**src/rtl/control_sequencer.sv**
```systemverilog
// Hardwired control sequencer for dataPath: fetches, decodes the latched opcode and
// steps T0..T7, driving Moore strobes from a register updated on the falling clock edge.
module control_sequencer #(
    parameter int                IR_W    = 32,
    parameter int                OPC_W   = 5,
    parameter int                CTRL_W  = 4,
    parameter logic [CTRL_W-1:0] ALU_ADD = 4'd2,
    parameter logic [CTRL_W-1:0] ALU_SUB = 4'd3
) (
    input  logic              clk,
    input  logic              reset,
    input  logic              run,
    input  logic [IR_W-1:0]   ir,
    input  logic              mem_ready,
    output logic              PCout,
    output logic              Zlowout,
    output logic              MDRout,
    output logic              MARin,
    output logic              PCin,
    output logic              MDRin,
    output logic              IRin,
    output logic              Yin,
    output logic              IncPc,
    output logic              Zlowin,
    output logic              Cout,
    output logic              BAout,
    output logic              Rin,
    output logic              Rout,
    output logic              GRA,
    output logic              GRB,
    output logic              GRC,
    output logic              read,
    output logic              write,
    output logic [1:0]        mdr_read,
    output logic [CTRL_W-1:0] control,
    output logic [3:0]        tstate,
    output logic              halted,
    output logic              illegal
);

    typedef enum logic [3:0] {
        S_T0   = 4'd0,
        S_T1   = 4'd1,
        S_T2   = 4'd2,
        S_T3   = 4'd3,
        S_T4   = 4'd4,
        S_T5   = 4'd5,
        S_T6   = 4'd6,
        S_T7   = 4'd7,
        S_HALT = 4'd14,
        S_IDLE = 4'd15
    } state_t;

    typedef struct packed {
        logic              pc_out;
        logic              zlow_out;
        logic              mdr_out;
        logic              mar_in;
        logic              pc_in;
        logic              mdr_in;
        logic              ir_in;
        logic              y_in;
        logic              inc_pc;
        logic              zlow_in;
        logic              c_out;
        logic              ba_out;
        logic              r_in;
        logic              r_out;
        logic              gra;
        logic              grb;
        logic              grc;
        logic              rd;
        logic              wr;
        logic [1:0]        mdr_sel;
        logic [CTRL_W-1:0] alu;
        logic              illegal;
        logic              halted;
    } ctrl_t;

    localparam logic [OPC_W-1:0] OP_LD   = OPC_W'(5'd0);
    localparam logic [OPC_W-1:0] OP_LDI  = OPC_W'(5'd1);
    localparam logic [OPC_W-1:0] OP_ST   = OPC_W'(5'd2);
    localparam logic [OPC_W-1:0] OP_ADD  = OPC_W'(5'd3);
    localparam logic [OPC_W-1:0] OP_SUB  = OPC_W'(5'd4);
    localparam logic [OPC_W-1:0] OP_ADDI = OPC_W'(5'd12);
    localparam logic [OPC_W-1:0] OP_NOP  = OPC_W'(5'd26);
    localparam logic [OPC_W-1:0] OP_HALT = OPC_W'(5'd27);

    state_t            state_r;
    state_t            next_state_s;
    state_t            end_state_s;
    logic [OPC_W-1:0]  opc_r;
    logic [OPC_W-1:0]  next_opc_s;
    logic              first_t1_s;
    ctrl_t             ctrl_r;
    ctrl_t             ctrl_next_s;
    logic              unused_ir_s;

    // Operand fields of IR are consumed by the datapath, not by the sequencer.
    assign unused_ir_s = ^ir[IR_W-OPC_W-1:0];

    // Strobe pattern for a given state; T1 asserts PCin only on entry so waits do not re-load PC.
    function automatic ctrl_t decode_f(input state_t st, input logic [OPC_W-1:0] op,
                                       input logic first);
        ctrl_t c;
        c = '0;
        case (st)
            S_T0: begin
                c.pc_out  = 1'b1;
                c.mar_in  = 1'b1;
                c.inc_pc  = 1'b1;
                c.zlow_in = 1'b1;
            end
            S_T1: begin
                c.zlow_out = 1'b1;
                c.pc_in    = first;
                c.rd       = 1'b1;
                c.mdr_sel  = 2'b01;
                c.mdr_in   = 1'b1;
            end
            S_T2: begin
                c.mdr_out = 1'b1;
                c.ir_in   = 1'b1;
            end
            S_T3: begin
                case (op)
                    OP_LD, OP_LDI, OP_ST: begin
                        c.grb    = 1'b1;
                        c.ba_out = 1'b1;
                        c.y_in   = 1'b1;
                    end
                    OP_ADD, OP_SUB, OP_ADDI: begin
                        c.grb   = 1'b1;
                        c.r_out = 1'b1;
                        c.y_in  = 1'b1;
                    end
                    OP_NOP, OP_HALT: begin
                        c.illegal = 1'b0;
                    end
                    default: begin
                        c.illegal = 1'b1;
                    end
                endcase
            end
            S_T4: begin
                case (op)
                    OP_ADD, OP_SUB: begin
                        c.grc     = 1'b1;
                        c.r_out   = 1'b1;
                        c.zlow_in = 1'b1;
                        c.alu     = (op == OP_SUB) ? ALU_SUB : ALU_ADD;
                    end
                    OP_LD, OP_LDI, OP_ST, OP_ADDI: begin
                        c.c_out   = 1'b1;
                        c.zlow_in = 1'b1;
                        c.alu     = ALU_ADD;
                    end
                    default: begin
                        c.alu = '0;
                    end
                endcase
            end
            S_T5: begin
                case (op)
                    OP_LD, OP_ST: begin
                        c.zlow_out = 1'b1;
                        c.mar_in   = 1'b1;
                    end
                    OP_LDI, OP_ADDI, OP_ADD, OP_SUB: begin
                        c.zlow_out = 1'b1;
                        c.gra      = 1'b1;
                        c.r_in     = 1'b1;
                    end
                    default: begin
                        c.zlow_out = 1'b0;
                    end
                endcase
            end
            S_T6: begin
                case (op)
                    OP_LD: begin
                        c.rd      = 1'b1;
                        c.mdr_sel = 2'b01;
                        c.mdr_in  = 1'b1;
                    end
                    OP_ST: begin
                        c.gra    = 1'b1;
                        c.r_out  = 1'b1;
                        c.mdr_in = 1'b1;
                    end
                    default: begin
                        c.mdr_in = 1'b0;
                    end
                endcase
            end
            S_T7: begin
                case (op)
                    OP_LD: begin
                        c.mdr_out = 1'b1;
                        c.gra     = 1'b1;
                        c.r_in    = 1'b1;
                    end
                    OP_ST: begin
                        c.mdr_out = 1'b1;
                        c.wr      = 1'b1;
                    end
                    default: begin
                        c.mdr_out = 1'b0;
                    end
                endcase
            end
            S_HALT: begin
                c.halted = 1'b1;
            end
            default: begin
                c = '0;
            end
        endcase
        return c;
    endfunction

    // Next-state sequencing; the last execute state returns to T0 or IDLE depending on run.
    always_comb begin
        next_state_s = state_r;
        if (run) begin
            end_state_s = S_T0;
        end else begin
            end_state_s = S_IDLE;
        end
        case (state_r)
            S_IDLE: begin
                if (run) begin
                    next_state_s = S_T0;
                end else begin
                    next_state_s = S_IDLE;
                end
            end
            S_T0: next_state_s = S_T1;
            S_T1: begin
                if (mem_ready) begin
                    next_state_s = S_T2;
                end else begin
                    next_state_s = S_T1;
                end
            end
            S_T2: next_state_s = S_T3;
            S_T3: begin
                case (opc_r)
                    OP_HALT: next_state_s = S_HALT;
                    OP_LD, OP_LDI, OP_ST, OP_ADD, OP_SUB, OP_ADDI: next_state_s = S_T4;
                    default: next_state_s = end_state_s;
                endcase
            end
            S_T4: next_state_s = S_T5;
            S_T5: begin
                if ((opc_r == OP_LD) || (opc_r == OP_ST)) begin
                    next_state_s = S_T6;
                end else begin
                    next_state_s = end_state_s;
                end
            end
            S_T6: begin
                if ((opc_r == OP_LD) && !mem_ready) begin
                    next_state_s = S_T6;
                end else begin
                    next_state_s = S_T7;
                end
            end
            S_T7: begin
                if ((opc_r == OP_ST) && !mem_ready) begin
                    next_state_s = S_T7;
                end else begin
                    next_state_s = end_state_s;
                end
            end
            S_HALT: next_state_s = S_HALT;
            default: next_state_s = S_IDLE;
        endcase
    end

    // Opcode capture on leaving T2 and decode of the strobes for the state being entered.
    always_comb begin
        if (state_r == S_T2) begin
            next_opc_s = ir[IR_W-1 -: OPC_W];
        end else begin
            next_opc_s = opc_r;
        end
        first_t1_s  = (state_r != S_T1);
        ctrl_next_s = decode_f(next_state_s, next_opc_s, first_t1_s);
    end

    // State, opcode and strobe registers; falling edge lets strobes settle before datapath capture.
    always_ff @(negedge clk or posedge reset) begin
        if (reset) begin
            state_r <= S_IDLE;
            opc_r   <= '0;
            ctrl_r  <= '0;
        end else begin
            state_r <= next_state_s;
            opc_r   <= next_opc_s;
            ctrl_r  <= ctrl_next_s;
        end
    end

    assign PCout    = ctrl_r.pc_out;
    assign Zlowout  = ctrl_r.zlow_out;
    assign MDRout   = ctrl_r.mdr_out;
    assign MARin    = ctrl_r.mar_in;
    assign PCin     = ctrl_r.pc_in;
    assign MDRin    = ctrl_r.mdr_in;
    assign IRin     = ctrl_r.ir_in;
    assign Yin      = ctrl_r.y_in;
    assign IncPc    = ctrl_r.inc_pc;
    assign Zlowin   = ctrl_r.zlow_in;
    assign Cout     = ctrl_r.c_out;
    assign BAout    = ctrl_r.ba_out;
    assign Rin      = ctrl_r.r_in;
    assign Rout     = ctrl_r.r_out;
    assign GRA      = ctrl_r.gra;
    assign GRB      = ctrl_r.grb;
    assign GRC      = ctrl_r.grc;
    assign read     = ctrl_r.rd;
    assign write    = ctrl_r.wr;
    assign mdr_read = ctrl_r.mdr_sel;
    assign control  = ctrl_r.alu;
    assign halted   = ctrl_r.halted;
    assign illegal  = ctrl_r.illegal;
    assign tstate   = state_r;

endmodule
```
**config.mk**
```make
export PLATFORM = sky130hd
export DESIGN_NAME = control_sequencer
export DESIGN_NICKNAME = d
export VERILOG_FILES = /design/src/rtl/control_sequencer.sv
export SDC_FILE = /design/constraint.sdc
export NUM_CORES = 1
export LEC_CHECK = 0
export CAP_MARGIN = 20
export CORE_UTILIZATION = 42
export CTS_CLUSTER_DIAMETER = 80
export DETAILED_ROUTE_END_ITERATION = 10
export GPL_TIMING_DRIVEN = 1
export PLACE_DENSITY = 0.85
export SETUP_SLACK_MARGIN = 0.4
export SYNTH_ARGS = -nofsm -noshare
export SYNTH_HDL_FRONTEND = slang
export SYNTH_SLANG_ARGS = --single-unit
```
**constraint.sdc**
```tcl
create_clock -name clk -period 3.22 [get_ports clk]
set_input_delay 0.322 -clock clk [delete_from_list [all_inputs] [get_ports clk]]
set_output_delay 0.322 -clock clk [all_outputs]
set_load 0.02 [all_outputs]
```
Yosys cells after proc, flatten, opt, wreduce, memory -nomap -nowiden. Cells that the tools add are included.

RAM bits: 0. Latch bits: 0. Input bits: 36. Output and inout port bits: 31. Logic and storage cells: 114. ROM bits: 0. Memories kept: 0. Flip-flop bits (word level): 34.

Add/sub/neg operators: 0. Bitwise gates (word level): 0. Shift operators: 0. Reductions and logical operators: 17. Div/mod/pow operators: 0. Multipliers: 0. Magnitude comparators: 0. Mux-type cells: 43. Equal/unequal tests: 31.

Operator list (count): $pmux W4 S10 (1); $eq A4 B3 Y1 const B (8); $mux W1 (23); $eq A5 B2 Y1 const B (4); $eq A4 B2 Y1 const B (4); $pmux W1 S2 (8); $eq A5 B5 Y1 const B (3); $eq A4 B4 Y1 const B (3); $mux W4 (3); $reduce_or A6 Y1 (2); $eq A5 B1 Y1 const B (2); $eq A5 B3 Y1 const B (2); $eq A5 B4 Y1 const B (2); $logic_not A5 Y1 (2); $eq A4 B1 Y1 const B (2); $logic_not A4 Y1 (2); $pmux W4 S2 (1); $reduce_or A4 Y1 (2); $reduce_or A8 Y1 (1); $mux W2 (3); $pmux W1 S3 (2); $reduce_or A3 Y1 (2); $mux W5 (1); $ne A4 B1 Y1 const B (1); other kinds (5) (7).

Logic depth before layout (Yosys ltp). Gate-level depths: netlist of run 1.

Word-level depth: 6. Mapped depth: 8. Gate-level depth less buffers: 7.

==> results of run 1 <==
-- cell families (layout without fill, tap and decap cells) --
kind of cell,count (synthesis),after routing,synth area share (%)
xor gates and xnor gates,1,1,0.5504
AOI/OAI and AO/OA,29,29,14.54
DFF,30,30,47.48
muxes,6,6,3.852
and+or+nand+nor,62,62,25.55
other,1,3,0.2356
buffers and inverters,24,118,7.782
-- area by class of cell --
class	count	area, sq um	share of cell area (%)
well taps	46	57.56	2.186
clock buffers	7	86.33	3.279
repair buffers	96	754.5	28.66
clock inverters	5	18.77	0.7129
inverters	10	40.04	1.521
flip-flops and latches	30	755.7	28.71
multi-input cells	101	919.6	34.93
-- power breakdown --
group | internal, W | switching [W] | leakage [nW] | total (W)
clock network | 0.000178 | 0.000163 | 0.0699 | 0.000341
registers | 0.000510 | 0.000111 | 0.392 | 0.000621
logic | 0.00112 | 0.00107 | 0.860 | 0.00219
-- routing by layer --
layer  track usage (%)  vias to the layer above  wire length, um
met5                 0                        -                0
met4             11.65                        0              167
met3             5.435                       16              235
met2             41.89                       63             2576
met1             27.01                      780             2167
li1                  -                      730                -
-- critical path: stages --
cell      delay (ns)
buf_8           0.11
nor2_4          0.09
a2111o_1        0.13
o31ai_1         0.07
or4b_4          0.56
nor4_4          0.41
and3_1          0.22
-- Yosys cell counts, drive strengths merged, types with 4 or more instances --
cell type | instances | area [sq um]
mux2i | 5 | 50.05
o21ai | 8 | 40.03
nand2b | 4 | 25.02
a21oi | 4 | 20.02
dfrtn | 26 | 650.6
nor2b | 5 | 31.28
dfstp | 4 | 105.1
buf | 12 | 77.57
nand2 | 7 | 26.28
nor3 | 4 | 20.02
nor4 | 6 | 71.32
or2 | 4 | 25.03
nor2 | 14 | 52.55
inv | 11 | 41.29
-- cells in the final DEF, fill, tap and decap left out, types with 3 or more instances in the layout --
cell type and instances:
inv_2 4, o21ai_0 5, nand2b_1 3, nor2_1 11, buf_2 27, buf_6 19
nor4_4 3, buf_4 46, inv_1 10, dfrtn_1 26, clkbuf_8 6, mux2i_4 3
dfstp_2 4, nor2b_1 4, conb_1 3, nand2_1 4
-- worst paths after layout --
kind | endpoint | cells after the start | startpoint | slack [ns]
setup / recovery | control[0] | 7 | mem_ready | 0.01
max in group asynchronous | tstate[0] | 3 | reset | 0.93
hold / removal | PCin | 2 | tstate[3] | 0.71
hold reg to reg | PCin | 2 | tstate[3] | 0.71
setup reg to reg | GRA | 10 | tstate[1] | 0.65
min in group asynchronous | opc_r[3] | 3 | reset | 1.91
-- metrics by stage --
stage / setup TNS [ns] / worst slack, ns / cells / hold slack [ns] / cell area [sq um]
after CTS: 0 / 0.05739 / 286 / 0.6690 / 2454
after floorplan: -0.9225 / -0.2207 / 155 / 0.5443 / 1685
final: 0 / 0.01011 / 295 / 0.7128 / 2633
after global placement: -11.35 / -0.6850 / 259 / 0.6254 / 2253
after global routing: -0.07465 / -0.03708 / 295 / 0.7658 / 2633
after detailed placement: -12.20 / -0.7496 / 259 / 0.6342 / 2253
-- what timing repair did --
item | in CTS | in global routing
endpoints found under the setup margin | 51 | 26
pin swaps | 22 | 12
buffers inserted | 16 | 9
gates resized for setup | 175 | 26
==> results.cfg, run 1 <==
[clocking]
cts-root-buf = clkbuf_8
path_clk_slew_ns = 0.05
clkLatencyLatePin_ns = 0.37
cts_hold_buf = 0
cts_tree = done
cts-buffers-inserted = 5
clkSinkCount = 30
htree_levels = 2
clock_path_buffers = 2

[route]
ant_nets = 0
drc_errors = 0
via_per_inst = 5.386
vias = 1589
drtPass1Iterations = 4
drt_wl_total_mm = 5.146
wl_per_cell_um = 17.44
drtIter0Drc = 98

[placement]
place_hpwl_mm = 2.630
portBuffers = 36
gp_congestion = 0.8362

[timing]
setup_viol_count_final = 0
grt_setup_unrepaired = yes
fin_worst_skew_ns = 0.08761
drv_slew = 0
hold_viol = 0
slew_headroom_pct = 60.23
worst_pin_slew_ns = 0.5920

[synthesis]
synth.cell_area_sq_mm = 0.001592
syn_inst = 153
synth_flop_cell = dfrtn_1
avgSynthCellArea_sq_um = 10.40
synth_edf_count = 0
ys_types = 53
yosys_warnings = 0
ys_ff_latch = 30
ys_seq_area_share_pct = 47.48
synthArstFlopShare_pct = 100.0

[global_routing]
grt_pass1_wl_mm = 7.176
grt_overflow_total = 0
grt_usage_pct = 23.90
grt_pass1_vias = 1498
antenna_found_initial = 0
grt_max_degree = 31

[floorplanning]
dieHeight_um = 63.56
dieArea_sq_mm = 0.004039
start_util_pct = 45.89
placementRows = 21
ios = 67
die_x_um = 63.56
coreArea_sq_mm = 0.003468

[final_layout]
fin_util_pct = 75.90
nFillCells = 222
area_growth_syn_to_layout_pct = 65.41
final_nets = 284
largest_register_ffs = 5
drive_gt1_share_pct = 59.84
top_register = opc_r
diodes = 0

[job]
max-cap-violations = 0

[pwr]
p_leak_nw = 1.321
ir_worst_vdd_mv = 0.5564
p_per_area_mw_per_mm2 = 1198
finalPower_w = 0.003155

[worst_setup_path]
end_kind = flop
cp-start-kind = primary input
crit_type = in2reg
cp.required_ns = 1.93
arrival_ns = 1.92
crit_fanout = 7

[min_path]
hold_path_class = reg2reg

[status]
status = completed
(Power assumes the default switching activity.)
==> inputs of run 2 (changes only) <==
--- a/config.mk
+++ b/config.mk
@@ -6,11 +6,12 @@
 export NUM_CORES = 1
 export LEC_CHECK = 0
 export CAP_MARGIN = 20
-export CORE_UTILIZATION = 42
+export CORE_UTILIZATION = 43
+export CTS_BUF_LIST = sky130_fd_sc_hd__clkbuf_8
 export CTS_CLUSTER_DIAMETER = 80
 export DETAILED_ROUTE_END_ITERATION = 10
 export GPL_TIMING_DRIVEN = 1
-export PLACE_DENSITY = 0.85
+export PLACE_DENSITY = 0.87
 export SETUP_SLACK_MARGIN = 0.4
 export SYNTH_ARGS = -nofsm -noshare
 export SYNTH_HDL_FRONTEND = slang
==> run 2 against run 1 <==
Net effect: the run now ends with negative setup slack left; critical path depth rose by 1; via count rose by 2.4%; clock power fell by 7.0%; design area fell by 3.5%; flip-flop and latch count did not move; count of clock-buffer cells in the layout fell by 2; critical path type unchanged.
==> results.cfg, run 2 (synthesized netlist as in run 1, its figures left out) <==
[final_layout]
final_nets = 274
layout_common_cells = 41 x buf_4, 26 x dfrtn_1, 24 x buf_2
drive_gt1_share_pct = 57.32
nFillCells = 212
final_cells = 285
top_register = opc_r
area_growth_syn_to_layout_pct = 59.67
diodes = 0
postLayoutCellArea_sq_mm = 0.002541
final_common_cell = buf_4
largest_register_ffs = 5
fin_util_pct = 73.83

[timing]
setup_viol_count_final = 7
grt_setup_unrepaired = yes
slew_headroom_pct = 64.63
holdWs_ns = 0.6617
layout_setup_ws_ns = -0.07789
hold_viol = 0
worst_pin_slew_ns = 0.5261
drv_slew = 0
fin_worst_skew_ns = 0.07318

[clocking]
clock_path_buffers = 2
clkLatencyLatePin_ns = 0.36
cts_tree = done
cts-buffers-inserted = 5
clkSinkCount = 30
path_clk_slew_ns = 0.05
cts-root-buf = clkbuf_8
htree_levels = 2

[worst_setup_path]
arrival_ns = 1.79
crit_type = in2reg
cp_cell_sequence = buf_8, nor2_2, a2111o_1, o31ai_1, or4b_4, buf_4, xnor2_2, o21ai_1
ff2ff_setup_slack_ns = 0.60
rr_endpoint = Rout
rr_worst_depth = 9
reg2reg_from = tstate[0]
crit_slowest_cell = or4b_4
critPathMaxStageDelay_ns = 0.55
end_kind = flop
cp-start-kind = primary input
cp.required_ns = 1.72
crit_fanout = 6

[floorplanning]
coreArea_sq_mm = 0.003442
start_util_pct = 46.24
dieHeight_um = 62.84
ios = 67
dieArea_sq_mm = 0.003948
placementRows = 21
die_x_um = 62.84

[global_routing]
grt_pass1_wl_mm = 7.141
grt_usage_pct = 23.70
grt_pass1_vias = 1504
grt_max_degree = 31
antenna_found_initial = 0
grt_overflow_total = 0

[placement]
portBuffers = 36
dpl.cell_count = 257
place_area_sq_mm = 0.002251
gp_congestion = 0.9069
place_hpwl_mm = 2.725

[route]
via_per_inst = 5.709
wl_per_cell_um = 18.93
vias = 1627
ant_nets = 0
drc_errors = 0
drtPass1Iterations = 4
drt_wl_total_mm = 5.395
drtIter0Drc = 110

[status]
status = finished, violations left
violations = negative setup slack

[min_path]
hp-start = opc_r[3]
hold_path_class = reg2reg
holdPathStages = 2
hold_end = Rout

[pwr]
p_per_area_mw_per_mm2 = 1182
ir_worst_vdd_mv = 0.4098
p_leak_nw = 1.274

[job]
max-cap-violations = 0
[run 2: changes by cell type in the layout (fill, tap and decap cells not counted), moves of 2 or more]
| cell | change |
|---|---|
| buf_6 | -5 |
| nor2_2 | +2 |
| buf_4 | -5 |
| buf_2 | -3 |
[run 2: worst max-delay path by stage]
stage                     cells after the start      start           to
after floorplan                               7        run         Rout
after detailed placement                      8        run  mdr_read[0]
final                                         8  mem_ready          GRA
after global placement                        8        run        MDRin
after CTS                                     7  mem_ready         Rout
after global routing                          9  mem_ready          Rin
[run 2: power by group]
group	switching [W]	internal [W]
sequential	0.000115	0.000510
clock	0.000164	0.000152
combinational	0.00105	0.00102
[run 2: area by class of cell]
cell class | count | area (sq um) | share of cell area, %
flip-flops and latches | 30 | 755.7 | 29.74
clock buffers | 5 | 68.82 | 2.708
inverters | 10 | 37.54 | 1.477
multi-input cells | 101 | 903.4 | 35.55
clock inverters | 7 | 27.53 | 1.083
well taps | 46 | 57.56 | 2.265
repair buffers | 86 | 690.7 | 27.18
[run 2: timing repair]
action	CTS	global route
hold endpoints to repair	0	0
setup buffers	9	8
gates resized for setup	166	32
setup endpoints to repair	51	28
hold buffers	0	0
pin swaps	20	15
[run 2: layer usage]
metal	routed length [um]	global-route usage, %
met2	2663	40.76
met5	0	0
met4	325	12.79
met3	311	5.839
met1	2094	26.85
[run 2: through the flow]
stage	total power, W	TNS, ns	setup slack (ns)
final	0.003005	-0.2920	-0.07789
after global routing	0.003151	-0.8580	-0.1212
after CTS	0.002622	0	0.07270
after detailed placement	0.002143	-12.58	-0.7209
after global placement	0.002101	-12.10	-0.6987
after floorplan	0.001562	-0.9225	-0.2207
[run 2: critical path: cells and delay by family]
family	cells	cell delay (ns)
compound gates	3	0.35
xor+xnor	1	0.14
buf+inv	2	0.29
simple gates	2	0.69
